File: config.mk
export PLATFORM = sky130hd
export DESIGN_NAME = aurora_hls_nfc_controller
export DESIGN_NICKNAME = d
export VERILOG_FILES = /design/src/rtl/aurora_hls_nfc_controller.sv
export SDC_FILE = /design/constraint.sdc
export NUM_CORES = 1
export LEC_CHECK = 0
export CAP_MARGIN = 20
export CORE_UTILIZATION = 25
export CTS_BUF_LIST = sky130_fd_sc_hd__clkbuf_4 sky130_fd_sc_hd__clkbuf_8
export DETAILED_ROUTE_END_ITERATION = 16
export GPL_TIMING_DRIVEN = 0
export PLACE_DENSITY = 0.57
export SETUP_SLACK_MARGIN = 0.1
export SLEW_MARGIN = 40
export SYNTH_ARGS = -nofsm -noshare
export SYNTH_HDL_FRONTEND = slang
export SYNTH_SLANG_ARGS = --single-unit
File: constraint.sdc
create_clock -name ap_clk -period 2.4 [get_ports ap_clk]
set_input_delay 0.48 -clock ap_clk [delete_from_list [all_inputs] [get_ports ap_clk]]
set_output_delay 0.48 -clock ap_clk [all_outputs]
set_load 0.03 [all_outputs]
File: src/rtl/aurora_hls_nfc_controller.sv
// aurora_hls_nfc_controller
// Aurora native flow control (NFC) sequencer for the receive path.
// The RX FIFO fill level is compared against the XOFF/XON thresholds, with
// hysteresis between them. XOFF/XON requests go to the core over a
// valid/ready handshake, and at most one request is outstanding at a time.
// Optional feature macro: AURORA_HLS_NFC_STATS_EN. When it is defined, the
// block keeps saturating xoff_count and pause_cycles counters. When it is
// undefined, no counter registers exist and both outputs are tied to zero.
module aurora_hls_nfc_controller #(
    parameter int FILL_WIDTH = 16,
    parameter int NFC_WIDTH  = 16
) (
    input  logic                  ap_clk,
    input  logic                  ap_rst_n,
    input  logic                  channel_up,
    input  logic [31:0]           fifo_thresholds,
    input  logic [FILL_WIDTH-1:0] rx_fill_level,
    output logic                  nfc_tvalid,
    input  logic                  nfc_tready,
    output logic [NFC_WIDTH-1:0]  nfc_tdata,
    output logic                  paused,
    output logic [31:0]           xoff_count,
    output logic [31:0]           pause_cycles
);

    typedef enum logic [1:0] {
        ST_FLOWING   = 2'd0,
        ST_SEND_XOFF = 2'd1,
        ST_PAUSED    = 2'd2,
        ST_SEND_XON  = 2'd3
    } state_e;

    state_e                state_q;
    state_e                state_d;
    logic [FILL_WIDTH-1:0] fill_q;
    logic [FILL_WIDTH-1:0] xoff_th_q;
    logic [FILL_WIDTH-1:0] xon_th_q;
    logic                  enabled_s;
    logic                  tvalid_q;
    logic                  tvalid_d;
    logic                  xoff_bit_q;
    logic                  xoff_bit_d;
    logic                  paused_q;
    logic                  paused_d;

    // Thresholds must be non-zero and correctly ordered before any request
    // is allowed; otherwise the hysteresis band is meaningless.
    assign enabled_s = (xoff_th_q != {FILL_WIDTH{1'b0}}) && (xon_th_q < xoff_th_q);

    // Sample the fill level and the threshold fields.
    // This register stage sets the fill-to-request latency.
    always_ff @(posedge ap_clk or negedge ap_rst_n) begin
        if (!ap_rst_n) begin
            fill_q    <= {FILL_WIDTH{1'b0}};
            xoff_th_q <= {FILL_WIDTH{1'b0}};
            xon_th_q  <= {FILL_WIDTH{1'b0}};
        end else begin
            fill_q    <= rx_fill_level;
            xoff_th_q <= fifo_thresholds[16 +: FILL_WIDTH];
            xon_th_q  <= fifo_thresholds[0 +: FILL_WIDTH];
        end
    end

    // FSM state register.
    always_ff @(posedge ap_clk or negedge ap_rst_n) begin
        if (!ap_rst_n) begin
            state_q <= ST_FLOWING;
        end else begin
            state_q <= state_d;
        end
    end

    // FSM next state. When the link is down, any pending request is dropped.
    // When a request is pending, it is held until the core accepts it.
    always_comb begin
        state_d = state_q;
        if (!channel_up) begin
            state_d = ST_FLOWING;
        end else begin
            case (state_q)
                ST_FLOWING: begin
                    if (enabled_s && (fill_q >= xoff_th_q)) begin
                        state_d = ST_SEND_XOFF;
                    end else begin
                        state_d = ST_FLOWING;
                    end
                end
                ST_SEND_XOFF: begin
                    if (nfc_tready) begin
                        state_d = ST_PAUSED;
                    end else begin
                        state_d = ST_SEND_XOFF;
                    end
                end
                ST_PAUSED: begin
                    if (!enabled_s) begin
                        state_d = ST_FLOWING;
                    end else if (fill_q <= xon_th_q) begin
                        state_d = ST_SEND_XON;
                    end else begin
                        state_d = ST_PAUSED;
                    end
                end
                ST_SEND_XON: begin
                    if (nfc_tready) begin
                        state_d = ST_FLOWING;
                    end else begin
                        state_d = ST_SEND_XON;
                    end
                end
                default: begin
                    state_d = ST_FLOWING;
                end
            endcase
        end
    end

    // Output decode from the next state, so the registered outputs line up
    // with the state register.
    always_comb begin
        tvalid_d   = 1'b0;
        xoff_bit_d = 1'b0;
        paused_d   = 1'b0;
        case (state_d)
            ST_FLOWING: begin
                tvalid_d   = 1'b0;
                xoff_bit_d = 1'b0;
                paused_d   = 1'b0;
            end
            ST_SEND_XOFF: begin
                tvalid_d   = 1'b1;
                xoff_bit_d = 1'b1;
                paused_d   = 1'b0;
            end
            ST_PAUSED: begin
                tvalid_d   = 1'b0;
                xoff_bit_d = 1'b0;
                paused_d   = 1'b1;
            end
            ST_SEND_XON: begin
                tvalid_d   = 1'b1;
                xoff_bit_d = 1'b0;
                paused_d   = 1'b1;
            end
            default: begin
                tvalid_d   = 1'b0;
                xoff_bit_d = 1'b0;
                paused_d   = 1'b0;
            end
        endcase
    end

    // Registered handshake and status outputs.
    always_ff @(posedge ap_clk or negedge ap_rst_n) begin
        if (!ap_rst_n) begin
            tvalid_q   <= 1'b0;
            xoff_bit_q <= 1'b0;
            paused_q   <= 1'b0;
        end else begin
            tvalid_q   <= tvalid_d;
            xoff_bit_q <= xoff_bit_d;
            paused_q   <= paused_d;
        end
    end

    assign nfc_tvalid = tvalid_q;
    assign nfc_tdata  = {{(NFC_WIDTH-1){1'b0}}, xoff_bit_q};
    assign paused     = paused_q;

`ifdef AURORA_HLS_NFC_STATS_EN
    logic [31:0] xoff_count_q;
    logic [31:0] pause_cycles_q;
    logic        xoff_accept_s;

    // An XOFF is counted only when the core accepts it with the link up.
    // A request that is dropped by a link drop is not counted.
    assign xoff_accept_s = (state_q == ST_SEND_XOFF) && channel_up && nfc_tready;

    // Saturating pause statistics. Link drops leave the counters unchanged.
    always_ff @(posedge ap_clk or negedge ap_rst_n) begin
        if (!ap_rst_n) begin
            xoff_count_q   <= 32'd0;
            pause_cycles_q <= 32'd0;
        end else begin
            if (xoff_accept_s && (xoff_count_q != 32'hFFFF_FFFF)) begin
                xoff_count_q <= xoff_count_q + 32'd1;
            end else begin
                xoff_count_q <= xoff_count_q;
            end
            if (paused_q && (pause_cycles_q != 32'hFFFF_FFFF)) begin
                pause_cycles_q <= pause_cycles_q + 32'd1;
            end else begin
                pause_cycles_q <= pause_cycles_q;
            end
        end
    end

    assign xoff_count   = xoff_count_q;
    assign pause_cycles = pause_cycles_q;
`else
    assign xoff_count   = 32'd0;
    assign pause_cycles = 32'd0;
`endif

endmodule

==> key figures, run 1 <==
Status
  • Status: completed

Placement
  • Placed cells: 594
  • Setup Slack @ Placement: 0.419 ns
  • Post-Place Cell Area: 4170 sq um
  • Gp weighted congestion: 0.773
  • HPWL after DPL: 5.24 mm
  • Port bufs: 54

STA
  • Final WS setup: 0.413 ns
  • Endpoints failing hold: 0
  • RSZ-0062 raised after global routing: false
  • Max Clock Freq: 503 MHz
  • Max-slew violation count: 0
  • Crit path time final: 1.99 ns
  • Skew final: 0.00642 ns
  • Period utilization: 82.8%
  • Worst hold slack: 0.0202 ns
  • Setup violations, final: 0

Floorplanning
  • IO Count: 134
  • Die area: 12900 sq um
  • Initial core utilization: 25.8%
  • Core box area: 12100 sq um
  • Die Y: 114 um
  • Die X-Extent: 114 um
  • # rows: 40

Setup path
  • Crit path cell chain: clkdlybuf4s50_1
  • Worst Path Class, Setup: register to output pin
  • Slowest stage cell, crit path: clkdlybuf4s50_1
  • CP endpoint kind: output pin
  • WP data arrival: 1.51 ns
  • CP Data Required Time: 1.92 ns
  • Worst Path Buf+Inv: 1
  • Delay-heaviest family, CP: buffers and inverters
  • Worst Setup Start Kind: register
  • Max stage delay on crit path: 0.73 ns
  • Crit Path Max Fanout: 7

CTS
  • Hold Buf Count CTS: 0
  • Max Buffers Root-to-Sink: 2
  • Clk Latency, worst-skew pair: 0.30 ns
  • Total CTS buffers: 5
  • Clk sink count: 52
  • TritonCTS clock tree: yes
  • Post_cts resized: 0
  • H-tree depth: 2
  • CTS clock-pin slew for the worst setup and hold paths: 0.09 ns
  • Setup Fix Bufs, Post-CTS: 0
  • Root Buffer: clkbuf_8

Logic synthesis
  • Post-Syn Instances: 293
  • Avg Cell Area, Syn: 10.6 sq um
  • Distinct cell type count after synthesis: 29
  • Post-synth ARST share: 100%
  • Number of flops mapped to enable cells by yosys: 0
  • Mux cell area share after synthesis: 0%
  • Compound-Gate Fraction of Synth Area: 8.81%
  • Largest family of logic cells by synthesized area: buffers and inverters
  • Netlist Area Pre-Place: 3110 sq um
  • Synth Area in XOR/XNOR: 0%
  • Post-synthesis adder-cell area fraction: 18.9%
  • Top_reg_cell synth: dfrtp_1
  • Leading area contributor after synthesis: dfrtp_1
  • Yosys reg bits: 52
  • Post-Synth Simple-Gate Area: 7.20%
  • YS warnings: 0
  • Sequential-to-total area share from yosys stat: 41.8%
  • Post-synth top area share: 41.8%
  • Synth area leaders: dfrtp_1 (42%), buf_4 (19%), ha_1 (19%)

Power and ir drop
  • Sw Share: 29.9%
  • Clock share of power: 29.0%
  • Static Leak: 2.27 nW
  • Combinational Power Share: 26.8%
  • Total power: 2.17 mW
  • Psw: 651 uW
  • Power density over the cells: 506 nW/um^2
  • Sequential power share: 44.2%
  • Internal power: 1.52 mW
  • Worst VDD drop: 0.282 mV

Cells and area
  • Final Net Count: 532
  • Ant. Diodes: 0
  • Non-Filler Instances: 602
  • Most common cell after layout, fill and taps aside: buf_4
  • Final Cell Area: 4290 sq um
  • P&R area growth vs syn: 38.0%
  • Layout fillers: 1198
  • Most frequent cells in the layout: buf_4 (81), conb_1 (79), clkdlybuf4s50_1 (53), dfrtp_1 (52), ha_1 (47)
  • Layout cell share with drive strength beyond 1: 21.2%

Detailed routing
  • 1st-iter DRT viols: 28
  • Met3 WL: 488 um
  • Drc violations: 0
  • Routed met1 length: 2.55 mm
  • Met2 wire length: 2.94 mm
  • Vias per cell: 3.56
  • Vias post-DR: 2141
  • First-pass iteration count of the detailed router: 4
  • Average wire per standard cell: 10.0 um
  • Top layer in use: met4
  • Total Wirelength: 6.04 mm
  • Post-DRT Antenna Nets: 0

GRT
  • Initial antenna violation count: 0
  • Global-route wire length before repair: 9.62 mm
  • Global route overflow: 0
  • Total track usage: 9.62%
  • Vias in the first global route: 2021
  • Largest net degree at the start of global routing: 38

Hold path
  • HP Class: primary input to async pin

Job
  • Max_cap viols: 0
cell families (layout without fill, tap and decap cells):
| kind of cell | Yosys count | after routing |
|---|---|---|
| other | 1 | 79 |
| adders and majority gates | 47 | 47 |
| DFF | 52 | 52 |
| and+or+nand+nor | 41 | 41 |
| AOI/OAI and AO/OA | 40 | 40 |
| buffers and inverters | 112 | 175 |
state kept, by name, summed over array words and instances (netlist names):
| name | flops |
|---|---|
| xoff_th_q | 16 |
| fill_q | 16 |
| xon_th_q | 16 |
| xoff_bit_q | 1 |
| paused | 1 |
| state_q | 1 |
| nfc_tvalid | 1 |
cell type report:
cell class                 count  area, sq um  share of cell area, %
sequential                    52         1300                   30.3
multi-input combinational    207         1380                   32.2
tap                          168          210                   4.90
timing repair buffer          55          558                   13.0
clock buffer                   6         82.6                   1.92
buffer                        80          601                   14.0
inverter                      32          120                   2.80
clock inverter                 2         38.8                  0.903
worst paths after layout:
path / start / cells after the start / to / slack (ns)
hold reg to reg: state_q[1] / 1 / xoff_bit_q / 0.54
setup reg to reg: fill_q[9] / 6 / nfc_tvalid / 0.44
setup / recovery: nfc_tvalid / 1 / nfc_tvalid / 0.41
hold / removal: ap_rst_n / 1 / xon_th_q[7] / 0.02
min in group ap_clk: state_q[1] / 1 / xoff_bit_q / 0.54
max in group asynchronous: ap_rst_n / 2 / xoff_th_q[14] / 1.93
layer usage:
layer  global-route usage [%]  up-vias
met3                     1.75        5
met1                     11.3      901
met4                     2.37        0
li1                         -     1124
met5                        0        -
met2                     18.0      111
per-stage QoR:
step | utilization [%] | setup TNS [ns]
2_1_floorplan | - | 0
3_3_place_gp | 34.5 | -26.73
3_5_place_dp | 34.6 | 0
4_1_cts | 35.6 | 0
5_1_grt | 35.6 | 0
6_report | 35.6 | 0
power groups by stage:
stage / clock network, mW / logic (mW) / registers, mW
5_1_grt: 0.689 / 0.644 / 0.967
2_1_floorplan: 0 / 0.414 / 0.971
6_report: 0.631 / 0.582 / 0.960
3_5_place_dp: 0 / 0.580 / 0.978
4_1_cts: 0.652 / 0.583 / 0.962
3_3_place_gp: 0 / 0.565 / 0.980
cell usage after synthesis, drive strengths merged, types with 4 or more instances:
cell / instances
dfrtp: 52
nor3: 9
inv: 32
nand2: 4
nand4: 10
ha: 47
nor2: 4
buf: 80
nor4: 6
a21oi: 11
a211oi: 4
o21ai: 9
No activity file was read; power rests on OpenSTA's default activity.
==> run 2: changes to the inputs <==
- PLACE_DENSITY: 0.57 -> 0.59
- clock period: 2.4 -> 1.8 ns (I/O delays scaled with it)
==> run 2 against run 1 <==
Net effect: non-clock buffer count is 5 higher; the run now ends with negative setup slack left; clock power is 8.2% higher; sequential cell count stayed put; routed wire length grew 3.8%; critical path type is now register to register.
==> key figures, run 2 (synthesis gave the netlist of run 1 again) <==
Floorplanning
  • Die Y: 114 um (unchanged)
  • Die X-Extent: 114 um (unchanged)
  • Core box area: 12100 sq um (unchanged)
  • Initial core utilization: 25.8% (unchanged)
  • # rows: 40 (unchanged)
  • IO Count: 134 (unchanged)
  • Die area: 12900 sq um (unchanged)

Setup path
  • Reg-to-reg startpoint: fill_q[1]
  • Crit Path Max Fanout: 2 (-5)
  • Worst Path Class, Setup: register to register
  • CP Data Required Time: 1.99 ns (+0.07 ns)
  • CP endpoint kind: register
  • Most frequent CP cell: nor3_2
  • R2R Setup Slk: -0.07 ns (-0.51 ns)
  • WP data arrival: 2.06 ns (+0.55 ns)
  • R2r endpoint: nfc_tvalid
  • Worst Setup Start Kind: register
  • CP Depth: 7 (+6)
  • Max stage delay on crit path: 0.43 ns (-0.30 ns)
  • Crit path cell chain: ha_4 -> nor2b_4 -> o211ai_1 -> a2111oi_4 -> a211oi_2 -> nor3_2 -> nor3_2
  • Slowest stage cell, crit path: dfrtp_1
  • Delay-heaviest family, CP: compound AO/OA/AOI/OAI gates
  • R2R depth: 7 (+1)
  • Worst Path Buf+Inv: 0 (-1)

STA
  • Skew final: 0.00920 ns (+0.00278 ns)
  • Crit path time final: 1.87 ns
  • Max-slew violation count: 0 (unchanged)
  • Setup violations, final: 1 (+1)
  • Endpoints failing hold: 0 (unchanged)
  • Final WS setup: -0.0682 ns (-0.481 ns)
  • Period utilization: 104%
  • Max Clock Freq: 535 MHz
  • RSZ-0062 raised after global routing: true

CTS
  • TritonCTS clock tree: yes
  • Clk Latency, worst-skew pair: 0.30 ns (about the same)
  • Clk sink count: 52 (unchanged)
  • Total CTS buffers: 5 (unchanged)
  • CTS clock-pin slew for the worst setup and hold paths: 0.10 ns (about the same)
  • Root Buffer: clkbuf_8
  • Max Buffers Root-to-Sink: 2 (unchanged)
  • H-tree depth: 2 (unchanged)

Placement
  • Placed cells: 594 (unchanged)
  • Port bufs: 54 (unchanged)
  • Post-Place Cell Area: 4170 sq um (unchanged)
  • HPWL after DPL: 5.36 mm (+2.2%)
  • Setup Slack @ Placement: -0.246 ns (-0.665 ns)
  • Gp weighted congestion: 0.813 (+5.2%)

Power and ir drop
  • Combinational Power Share: 29.6% (+2.8 points)
  • Total power: 2.79 mW (+29%)
  • Internal power: 1.90 mW (+25%)
  • Worst VDD drop: 0.376 mV (+34%)
  • Sw Share: 32.0% (+2.0 points)
  • Sequential power share: 45.9% (+1.7 points)
  • Static Leak: 2.30 nW (+1.3%)
  • Psw: 893 uW (+37%)
  • Power density over the cells: 628 nW/um^2 (+24%)
  • Clock share of power: 24.5% (-4.5 points)

Cells and area
  • Ant. Diodes: 0 (unchanged)
  • Layout cell share with drive strength beyond 1: 26.2% (+5.0 points)
  • Most common cell after layout, fill and taps aside: buf_4
  • Final Net Count: 537 (+0.94%)
  • Regs by FF count: fill_q x16, xoff_th_q x16, xon_th_q x16
  • Most frequent cells in the layout: buf_4 (85), conb_1 (79), dfrtp_1 (52), clkdlybuf4s50_1 (51), ha_1 (43)
  • P&R area growth vs syn: 42.9%
  • Non-Filler Instances: 607 (+0.83%)
  • Final Cell Area: 4450 sq um (+3.6%)

GRT
  • Initial antenna violation count: 0 (unchanged)
  • Global route overflow: 0 (unchanged)
  • Largest net degree at the start of global routing: 34 (-11%)
  • Global-route wire length before repair: 10.1 mm (+5.1%)
  • Total track usage: 10.1% (+0.49 points)
  • Vias in the first global route: 2162 (+7.0%)

Job
  • Max_cap viols: 0 (unchanged)

Status
  • Status: finished, violations left
  • Violated checks: negative setup slack

Detailed routing
  • Post-DRT Antenna Nets: 0 (unchanged)
  • Vias post-DR: 2211 (+3.3%)
  • Drc violations: 0 (unchanged)
  • First-pass iteration count of the detailed router: 4 (unchanged)
  • Total Wirelength: 6.27 mm (+3.8%)
  • Average wire per standard cell: 10.3 um (+3.0%)
  • Vias per cell: 3.64 (+2.4%)
  • 1st-iter DRT viols: 38 (+36%)

Hold path
  • HP Class: primary input to async pin
-- run 2: what timing repair did --
item | CTS | global route
cloned | 0 | 0
setup buffers | 2 | 2
hold buffers | 1 | 0
resized for setup | 14 | 12
pin swaps | 2 | 9
endpoints found under the setup margin | 6 | 4
endpoints found under the hold margin | 19 | 0
-- run 2: layer usage --
metal  share of wire (%)  routed length (um)  GRT usage, %  vias up
met5                   0                   0             0        -
met4                 3.3                 207          5.35        0
met3                 7.7                 482          2.07       14
met2                  47                2940          17.5      115
met1                  42                2640          11.7      947
li1                    -                   -             -     1135
-- run 2: worst max-delay path by stage --
stage                 startpoint    endpoint  slack [ns]
floorplan              fill_q[1]  nfc_tvalid        0.18
global placement        ap_rst_n  fill_q[15]       -1.09
detailed placement  xon_th_q[10]  nfc_tvalid       -0.25
CTS                 xon_th_q[10]  nfc_tvalid       -0.08
global route           fill_q[1]  nfc_tvalid       -0.15
finish                 fill_q[1]  nfc_tvalid       -0.07
-- run 2: through the flow --
stage	setup TNS (ns)	hold WS, ns	util (%)
final	-0.0682	0.460	36.9
after global routing	-0.364	0.456	36.9
after CTS	-0.0767	0.462	36.1
after detailed placement	-0.321	0.263	34.6
after global placement	-56.74	0.520	34.5
after floorplan	0	0.0644	-
-- run 2: cell type report --
type / count / area, sq um
repair buffers: 60 / 596
clock buffers: 6 / 76.3
plain buffers: 80 / 601
fillers: 1159 / 7610
clock inverters: 2 / 17.5
multi-input cells: 207 / 1530
well taps: 168 / 210
inverters: 32 / 120
flip-flops and latches: 52 / 1300
-- run 2: power groups by stage --
stage / logic (mW) / registers, mW / clock network, mW
floorplan: 0.552 / 1.29 / 0
global placement: 0.762 / 1.31 / 0
detailed placement: 0.778 / 1.30 / 0
CTS: 0.802 / 1.28 / 0.718
global route: 0.904 / 1.29 / 0.774
finish: 0.828 / 1.28 / 0.683
